<file path="config.mk">
export PLATFORM = sky130hd
export DESIGN_NAME = imem_loader_flat
export DESIGN_NICKNAME = d
export VERILOG_FILES = /design/src/rtl/imem_loader_pkg.sv /design/src/rtl/imem_loader_if.sv /design/src/rtl/imem_loader_word_packer.sv /design/src/rtl/imem_loader.sv /design/src/flat_wrapper.sv
export SDC_FILE = /design/constraint.sdc
export NUM_CORES = 1
export LEC_CHECK = 0
export BUFFER_PORTS_ARGS = -buffer_cell sky130_fd_sc_hd__buf_4
export CELL_PAD_IN_SITES_DETAIL_PLACEMENT = 1
export CELL_PAD_IN_SITES_GLOBAL_PLACEMENT = 1
export CORE_MARGIN = 2
export CORE_UTILIZATION = 40
export CTS_CLUSTER_DIAMETER = 60
export DETAILED_ROUTE_END_ITERATION = 8
export GPL_TIMING_DRIVEN = 0
export PLACE_DENSITY_LB_ADDON = 0.1
export SLEW_MARGIN = 30
export SYNTH_ARGS = -nofsm -noshare
export SYNTH_HDL_FRONTEND = slang
export SYNTH_HIERARCHICAL = 1
export SYNTH_SLANG_ARGS = --single-unit
</file>
<file path="constraint.sdc">
create_clock -name clk -period 1.8 [get_ports clk]
set_input_delay 0.36 -clock clk [delete_from_list [all_inputs] [get_ports clk]]
set_output_delay 0.36 -clock clk [all_outputs]
set_load 0.01 [all_outputs]
</file>
<file path="src/rtl/imem_loader_pkg.sv">
// Shared constants and state encoding for the boot-time instruction loader.
package imem_loader_pkg;

    localparam int IMEM_AW = 8;
    localparam int IMEM_DW = 16;
    localparam int BYTE_W  = 8;

    typedef enum logic [2:0] {
        IDLE,
        LO,
        HI,
        CSUM,
        DONE,
        ERROR
    } state_t;

    // States in which the loader is still consuming stream bytes.
    function automatic logic state_accepts(state_t s);
        return (s == IDLE) || (s == LO) || (s == HI) || (s == CSUM);
    endfunction

endpackage

</file>
<file path="src/rtl/imem_loader_if.sv">
// Byte-stream valid/ready handshake feeding the instruction loader.
interface imem_loader_if;
    import imem_loader_pkg::*;

    logic              in_valid;
    logic [BYTE_W-1:0] in_data;
    logic              in_ready;

    modport master (output in_valid, output in_data, input in_ready);
    modport slave  (input in_valid, input in_data, output in_ready);

endinterface

</file>
<file path="src/rtl/imem_loader_word_packer.sv">
// Pairs stream bytes into {hi, lo} instruction words and owns the single
// registered write stage towards the instruction memory.
module word_packer
    import imem_loader_pkg::*;
#(
    parameter int AW = IMEM_AW,
    parameter int DW = IMEM_DW
) (
    input  logic              clk,
    input  logic              rst,
    input  logic              lo_en,
    input  logic              hi_en,
    input  logic [BYTE_W-1:0] data,
    input  logic [AW-1:0]     addr,
    output logic              we,
    output logic [AW-1:0]     waddr,
    output logic [DW-1:0]     wdata
);

    logic [BYTE_W-1:0] lo_q;

    // NOTE: registers are assigned with <= so every flop samples pre-edge
    // values; blocking here would let lo_q update before wdata reads it.
    always_ff @(posedge clk) begin
        if (rst) begin
            lo_q  <= '0;
            we    <= 1'b0;
            waddr <= '0;
            wdata <= '0;
        end else begin
            we <= hi_en;
            if (lo_en) begin
                lo_q <= data;
            end
            if (hi_en) begin
                waddr <= addr;
                wdata <= {data, lo_q};
            end
        end
    end

endmodule

</file>
<file path="src/rtl/imem_loader.sv">
// Boot loader: LEN byte, then low/high byte pairs written to instruction
// memory; holds the core in reset until the image is complete.
// Optional trailing checksum byte when IMEM_LOADER_CHECKSUM_EN is defined.
module imem_loader
    import imem_loader_pkg::*;
#(
    parameter int AW = IMEM_AW,
    parameter int DW = IMEM_DW
) (
    input  logic          clk,
    input  logic          rst,
    imem_loader_if.slave  stream,
    input  logic          reload,
    output logic          imem_we,
    output logic [AW-1:0] imem_addr,
    output logic [DW-1:0] imem_wdata,
    output logic          core_rst_n,
    output logic          done,
    output logic          error
);

    state_t        state;
    logic [AW-1:0] idx;
    logic [AW-1:0] len;
    logic          accept;
    logic          lo_acc;
    logic          hi_acc;
    logic          last_word;

    // Ready is forced low during reset so the source never sees a stale state.
    assign stream.in_ready = !rst && state_accepts(state);
    assign accept          = stream.in_valid && stream.in_ready;
    assign lo_acc          = accept && (state == LO);
    assign hi_acc          = accept && (state == HI);
    assign last_word       = (idx == len);

`ifdef IMEM_LOADER_CHECKSUM_EN
    logic [BYTE_W-1:0] csum;
    logic [BYTE_W-1:0] csum_next;

    assign csum_next = csum + stream.in_data;

    // Running sum restarts with the LEN byte and covers every byte after it.
    always_ff @(posedge clk) begin
        if (rst) begin
            csum  <= '0;
            error <= 1'b0;
        end else begin
            if (accept) begin
                csum <= (state == IDLE) ? stream.in_data : csum_next;
            end
            error <= (state == ERROR) && !reload;
        end
    end
`else
    assign error = 1'b0;
`endif

    always_ff @(posedge clk) begin
        if (rst) begin
            state      <= IDLE;
            idx        <= '0;
            len        <= '0;
            core_rst_n <= 1'b0;
            done       <= 1'b0;
        end else begin
            done       <= (state == DONE) && !reload;
            core_rst_n <= (state == DONE) && !reload;
            case (state)
                IDLE: begin
                    idx <= '0;
                    if (accept) begin
                        len   <= AW'(stream.in_data);
                        state <= LO;
                    end
                end
                LO: begin
                    if (accept) begin
                        state <= HI;
                    end
                end
                HI: begin
                    if (accept) begin
                        idx <= idx + AW'(1);
`ifdef IMEM_LOADER_CHECKSUM_EN
                        state <= last_word ? CSUM : LO;
`else
                        state <= last_word ? DONE : LO;
`endif
                    end
                end
`ifdef IMEM_LOADER_CHECKSUM_EN
                CSUM: begin
                    if (accept) begin
                        state <= (csum_next == '0) ? DONE : ERROR;
                    end
                end
`endif
                DONE, ERROR: begin
                    if (reload) begin
                        state <= IDLE;
                    end
                end
                default: state <= IDLE;
            endcase
        end
    end

    word_packer #(
        .AW (AW),
        .DW (DW)
    ) u_word_packer (
        .clk   (clk),
        .rst   (rst),
        .lo_en (lo_acc),
        .hi_en (hi_acc),
        .data  (stream.in_data),
        .addr  (idx),
        .we    (imem_we),
        .waddr (imem_addr),
        .wdata (imem_wdata)
    );

endmodule

</file>
<file path="src/flat_wrapper.sv">
// flat-port wrapper written by rule: the top's interface ports become plain ports
module imem_loader_flat import imem_loader_pkg::*;
#(
    parameter int AW = IMEM_AW,
    parameter int DW = IMEM_DW
)
  (clk, rst, reload, imem_we, imem_addr, imem_wdata, core_rst_n, done, error, stream_in_valid, stream_in_data, stream_in_ready);
  imem_loader_if stream_i ();
  input  logic clk;
  input  logic rst;
  input  logic reload;
  output logic imem_we;
  output logic [AW-1:0] imem_addr;
  output logic [DW-1:0] imem_wdata;
  output logic core_rst_n;
  output logic done;
  output logic error;
  input wire logic [$bits(stream_i.in_valid)-1:0] stream_in_valid;
  input wire logic [$bits(stream_i.in_data)-1:0] stream_in_data;
  output wire logic [$bits(stream_i.in_ready)-1:0] stream_in_ready;
  assign stream_i.in_valid = stream_in_valid;
  assign stream_i.in_data = stream_in_data;
  assign stream_in_ready = stream_i.in_ready;
  imem_loader #(.AW(AW), .DW(DW)) u_core (.clk(clk), .rst(rst), .stream(stream_i), .reload(reload), .imem_we(imem_we), .imem_addr(imem_addr), .imem_wdata(imem_wdata), .core_rst_n(core_rst_n), .done(done), .error(error));
endmodule
</file>
# ---- Word-level counts from Yosys, hierarchy flattened
# Cells that the tools add are included.
dict set report word_totals {
  ff_bits 53
  latchBits 0
  ram_bits 0
  mem_bits_ro 0
  in_bits 12
  output_inout_bits 29
  elab_cells 43
  n_memories 0
}
dict set report op_classes {
  add_sub_neg 1
  n_mul 0
  n_div 0
  order_cmp 0
  eq_ne 10
  shift 0
  n_mux 8
  n_bitwise 0
  reduce_logical 16
}
# op count
set ops {}
lappend ops {{8-bit case mux with 2 select lines} 1}
lappend ops {{3-bit two-way mux} 5}
lappend ops {{3-bit case mux with 4 select lines} 1}
lappend ops {{8-bit by 1-bit adder with 8-bit output, second input constant} 1}
lappend ops {{8-bit equality test} 1}
lappend ops {{8-bit two-way mux} 1}
lappend ops {{3-bit by 2-bit equality test with 1-bit output, second input constant} 2}
lappend ops {{3-bit equality test, second input constant} 2}
lappend ops {{2-bit by 1-bit inequality test with 1-bit output, second input constant} 3}
lappend ops {{1-bit logical AND} 5}
lappend ops {{2-bit AND reduction} 2}
lappend ops {{4-bit AND reduction} 1}
lappend ops {{3-bit by 1-bit equality test with 1-bit output, second input constant} 1}
lappend ops {{3-bit logical NOT} 1}
lappend ops {{1-bit logical OR} 3}
lappend ops {{1-bit logical NOT} 2}
lappend ops {{2-bit inequality test, second input constant} 1}
lappend ops {{2-bit nonzero test} 1}
lappend ops {{2-bit OR reduction} 1}

# ---- Logic depth before layout (Yosys ltp)
dict set report logic_depth {
  word_depth 8
  ltp_mapped 9
}

# ---- Cells and area by module
# Netlist, hierarchy kept.
# module instances cells_per_inst area_each_um2
set by_module_without_submodules {}
lappend by_module_without_submodules {word_packer 1 106 1184.9}
lappend by_module_without_submodules {imem_loader 1 105 1041.0}

# ---- Least setup slack after synthesis
# OpenSTA, ideal clock, no wires.
dict set report synth_path {
  path_kind {in2reg}
  start {input stream_in_valid}
  end {register u_core.u_word_packer.wdata[10]}
  setup_ns 0.117
  t_arrival_ns 1.457
  required_time_ns 1.683
  slack_ns 0.225
  path_stages 9
  path_buffers 3
  path_cell_list {or2b_1 buf_6 nor2_1 nand2_1 inv_1 buf_6 buf_12 mux2i_1 nor2_1}
}
dict set report synth_via {
  elab_chain_len 2
}
# element line
set synth_rtl {}
lappend synth_rtl {{start, declared} flat_wrapper.sv:18} ;# input wire logic [$bits(stream_i.in_valid)-1:0] stream_in_valid;
lappend synth_rtl {{1-bit logical AND} imem_loader.sv:32} ;# assign accept = stream.in_valid && stream.in_ready;
lappend synth_rtl {{1-bit logical AND} imem_loader.sv:34} ;# assign hi_acc = accept && (state == HI);
lappend synth_rtl {{via u_core.hi_acc} imem_loader.sv:27} ;# logic hi_acc;
lappend synth_rtl {{end signal, assigned} imem_loader_word_packer.sv:37} ;# wdata <= {data, lo_q};
lappend synth_rtl {{end, declared} imem_loader_word_packer.sv:17} ;# output logic [DW-1:0] wdata
# The timed path passes the listed nets, and every way through them passes these cells.
# A chain may end at the register's enable or synchronous reset.

# ---- Worst setup path in the final report
dict set report layout_path {
  start {register u_core.state[2]}
  end {register u_core.u_word_packer.wdata[6]}
}
dict set report layout_via {
  elab_chain_len 7
  elab_cells_between_ends 10
  cone_classes {3 x eq/ne; 7 x reduce/logical}
}
# element line
set layout_rtl {}
lappend layout_rtl {{start, declared} imem_loader.sv:22} ;# state_t state;
lappend layout_rtl {{start signal, assigned} imem_loader.sv:88} ;# state <= last_word ? DONE : LO;
lappend layout_rtl {{3-bit by 1-bit equality test with 1-bit output / 3-bit logical NOT (equally long branches)} imem_loader_pkg.sv:19} ;# return (s == IDLE) || (s == LO) || (s == HI) || (s == CSUM);
lappend layout_rtl {{1-bit logical OR (3 in a row)} imem_loader_pkg.sv:19}
lappend layout_rtl {{1-bit logical AND} imem_loader.sv:31} ;# assign stream.in_ready = !rst && state_accepts(state);
lappend layout_rtl {{1-bit logical AND} imem_loader.sv:32}
lappend layout_rtl {{1-bit logical AND *} imem_loader.sv:34}
lappend layout_rtl {{via u_core.hi_acc} imem_loader.sv:27}
# Mark *: on every way through the listed nets, which the timed path passes. The rest lies on a longest branch.

==> reports/summary.txt <==
# IOs -> 41
worst setup margin -> 0.0982 ns
Routed Antenna Nets -> 0
fillcell total -> 619
cts bufs inserted -> 5
hold_buf cts -> 0
fin crit period -> 1.70 ns
endpoint class of the critical path -> flip-flop
routability congestion estimate from global placement -> 0.714
Final Total Pwr -> 2.32 mW
initial antenna violation count -> 0
Die Wd -> 78.6 um
Power Dens Cells -> 846 mW/mm2
nets@finish -> 275
Final Hold Fails -> 0
leakage power -> 1.09 nW
Via Count -> 1607
First-pass DRT Iterations -> 4
Antenna Cells -> 0
Die Y -> 78.6 um
Max Buffers Root-to-Sink -> 2
Sink Count -> 53
synthesized flop and latch total -> 53
Die Footprint -> 0.00618 mm2
post-DP HPWL -> 3.50 mm
GR Layer Usage met1 -> 20.8%
register area share after synthesis -> 47.7%
initial core utilization -> 40.9%
Mapped Area -> 0.00223 mm2
fmax -> 0.588 GHz
met3 Usage GRT -> 4.60%
Area Growth Syn to Fin -> 23.5%
Max IR drop VDD -> 371 uV
clk_lat worst skew -> 0.30 ns
number of global-route vias before repair -> 1615
Clock Tree Root -> clkbuf_8
Fin Setup TNS -> 0 ns
type of origin of the critical path -> flip-flop
wire per inst -> 14.0 um
crit path DAT -> 1.90 ns
Vias/cell -> 4.80
final wirelength -> 4.70 mm
first-pass GRT wire length -> 8.02 mm
fin crit share -> 94.5%
cells after synthesis -> 211
Worst EP required -> 2.00 ns
CTS tree -> done
DP Worst Slack -> -0.0625 ns
unrepaired setup endpoints after global routing -> false
met2 Use GR -> 28.0%
FP Rows -> 27
fin. max-slew vios -> 0
number of I/O port buffers -> 39
Design Area, Final -> 0.00275 mm2
core box area -> 0.00544 mm2
Post-Synthesis Net Count -> 224
worst slew margin relative to its limit -> 54.5%
DRT iter0 DRCs -> 50
Setup CP Type -> reg2reg
share of layout cells above drive strength 1 -> 28.1%
Setup-failing EPs final -> 0
status -> complete, no violations
global route hottest layer -> met2
number of max-cap violations -> 0
H-tree level count -> 2
# DRC -> 0
Worst Tran Pin Value -> 0.681 ns
Avg Cell Area, Syn -> 10.5 um2
largest net degree at the start of global routing -> 17
biggest area consumer among synthesized cells -> dfxtp_1
worst hold path type -> in2reg
GRT overflow -> 0
clock slew at reported path FFs -> 0.09 ns
Area contributors post-synth -> dfxtp_1 (48%), mux2i_1 (18%), nor2_1 (8.6%), a2111oi_4 (3.7%), xnor2_1 (3.1%)
Post-DP Area -> 0.00261 mm2
global router's overall resource usage -> 16.7%
Synth warnings -> 6
clk_skew -> 0.00503 ns
crit-path max FO -> 10
share of the synthesized area in the top cell type -> 47.7%
Synth cell types -> 33
-- cells by family (layout without fill, tap and decap cells) --
family | count (synthesis) | after routing | synth area share (%)
mux | 41 | 41 | 18.4
fa+ha+maj | 1 | 1 | 0.562
simple gates | 71 | 71 | 14.3
xor+xnor | 16 | 16 | 6.30
compound gates | 12 | 12 | 6.52
flops | 53 | 53 | 47.7
buf+inv | 16 | 68 | 6.01
other cells | 1 | 1 | 0.168
-- synth_stat cells --
cell and number:
dfxtp_1 53, nor2_1 51, mux2i_1 41, xnor2_1 8
xor2_1 8, nand2_1 7, buf_4 4, a2111oi_4 3
a211oi_1 3, buf_2 3, buf_6 3, buf_12 2
clkbuf_1 2, inv_1 2, nand3b_1 2, nor4_1 2
a21boi_0 1, a21oi_1 1, a22o_1 1, conb_1 1
ha_1 1, nand4_1 1, nor2_2 1, nor2b_1 1
nor3_1 1, nor3_4 1, o21ai_0 1, o21bai_1 1
o22ai_1 1, or2_1 1, or2b_1 1, or3b_2 1
or3b_4 1
-- per-stage QoR --
stage,instances,hold slack [ns],utilization [%]
floorplan,211,0.460,-
global placement,322,0.474,48.0
CTS,330,0.305,49.7
finish,335,0.312,50.5
global route,335,0.297,50.5
detailed placement,322,0.489,48.0
-- cell usage in the layout, fill, tap and decap left out, types with 2 or more instances in the layout --
master and instances:
nor2_1 51, dfxtp_1 51, buf_4 48, mux2i_1 40, xnor2_1 8, xor2_1 8, nand2_1 7, clkbuf_8 6
buf_6 3, a2111oi_4 3, a211oi_1 3, buf_2 3, clkbuf_1 2, nand3b_1 2, inv_1 2, nor4_1 2
dfxtp_2 2, buf_12 2
-- path summary, 6_finish.rpt --
check	startpoint	endpoint	slack [ns]	depth (start not counted)
setup / recovery	u_core/state[2]	u_core/u_word_packer/wdata[6]	0.1	9
setup reg to reg	u_core/state[2]	u_core/u_word_packer/wdata[6]	0.1	9
hold reg to reg	u_core/state[0]	u_core/done	0.49	1
hold / removal	stream_in_data[3]	u_core/len[3]	0.31	3
-- repair_timing --
action,4_1_cts,5_1_grt
gates resized for setup,0,3
setup endpoints to repair,0,17
buffers inserted,0,5
-- power breakdown --
group	total [mW]	leakage [nW]	internal, mW	switching [mW]
combinational	0.359	0.613	0.173	0.186
sequential	1.28	0.429	1.22	0.0568
clock	0.688	0.0512	0.312	0.375
total	2.32	1.09	1.71	0.618
-- cell type report --
| type | instances | area, um2 | share of cell area, % |
|---|---|---|---|
| flip-flops and latches | 53 | 1060 | 38.7 |
| clock inverters | 2 | 13.8 | 0.501 |
| inverters | 2 | 7.51 | 0.273 |
| repair buffers | 44 | 330 | 12.0 |
| clock buffers | 6 | 82.6 | 3.00 |
| well taps | 72 | 90.1 | 3.28 |
| multi-input cells | 142 | 1030 | 37.6 |
| plain buffers | 14 | 126 | 4.60 |
-- critical path: stages, from the launching register on --
cell,delay (ns)
dfxtp_2,0.36
or2_1,0.24
buf_6,0.13
nor2_1,0.14
nand2_1,0.09
inv_1,0.07
buf_6,0.14
buf_12,0.15
mux2i_2,0.22
nor2_1,0.05
-- flip-flops by register name, indices dropped and copies added, names as in the netlist --
signal	cells
u_core/done	1
u_core/idx	8
u_core/state	3
u_core/len	8
u_core/u_word_packer/we	1
u_core/u_word_packer/waddr	8
u_core/u_word_packer/wdata	16
u_core/u_word_packer/lo_q	8
-- metal layers --
layer,up-vias,routed length (um)
met2,32,2250
met5,-,0
met1,766,2210
met4,0,57
li1,803,-
met3,6,181
No activity file was read; power rests on OpenSTA's default activity.
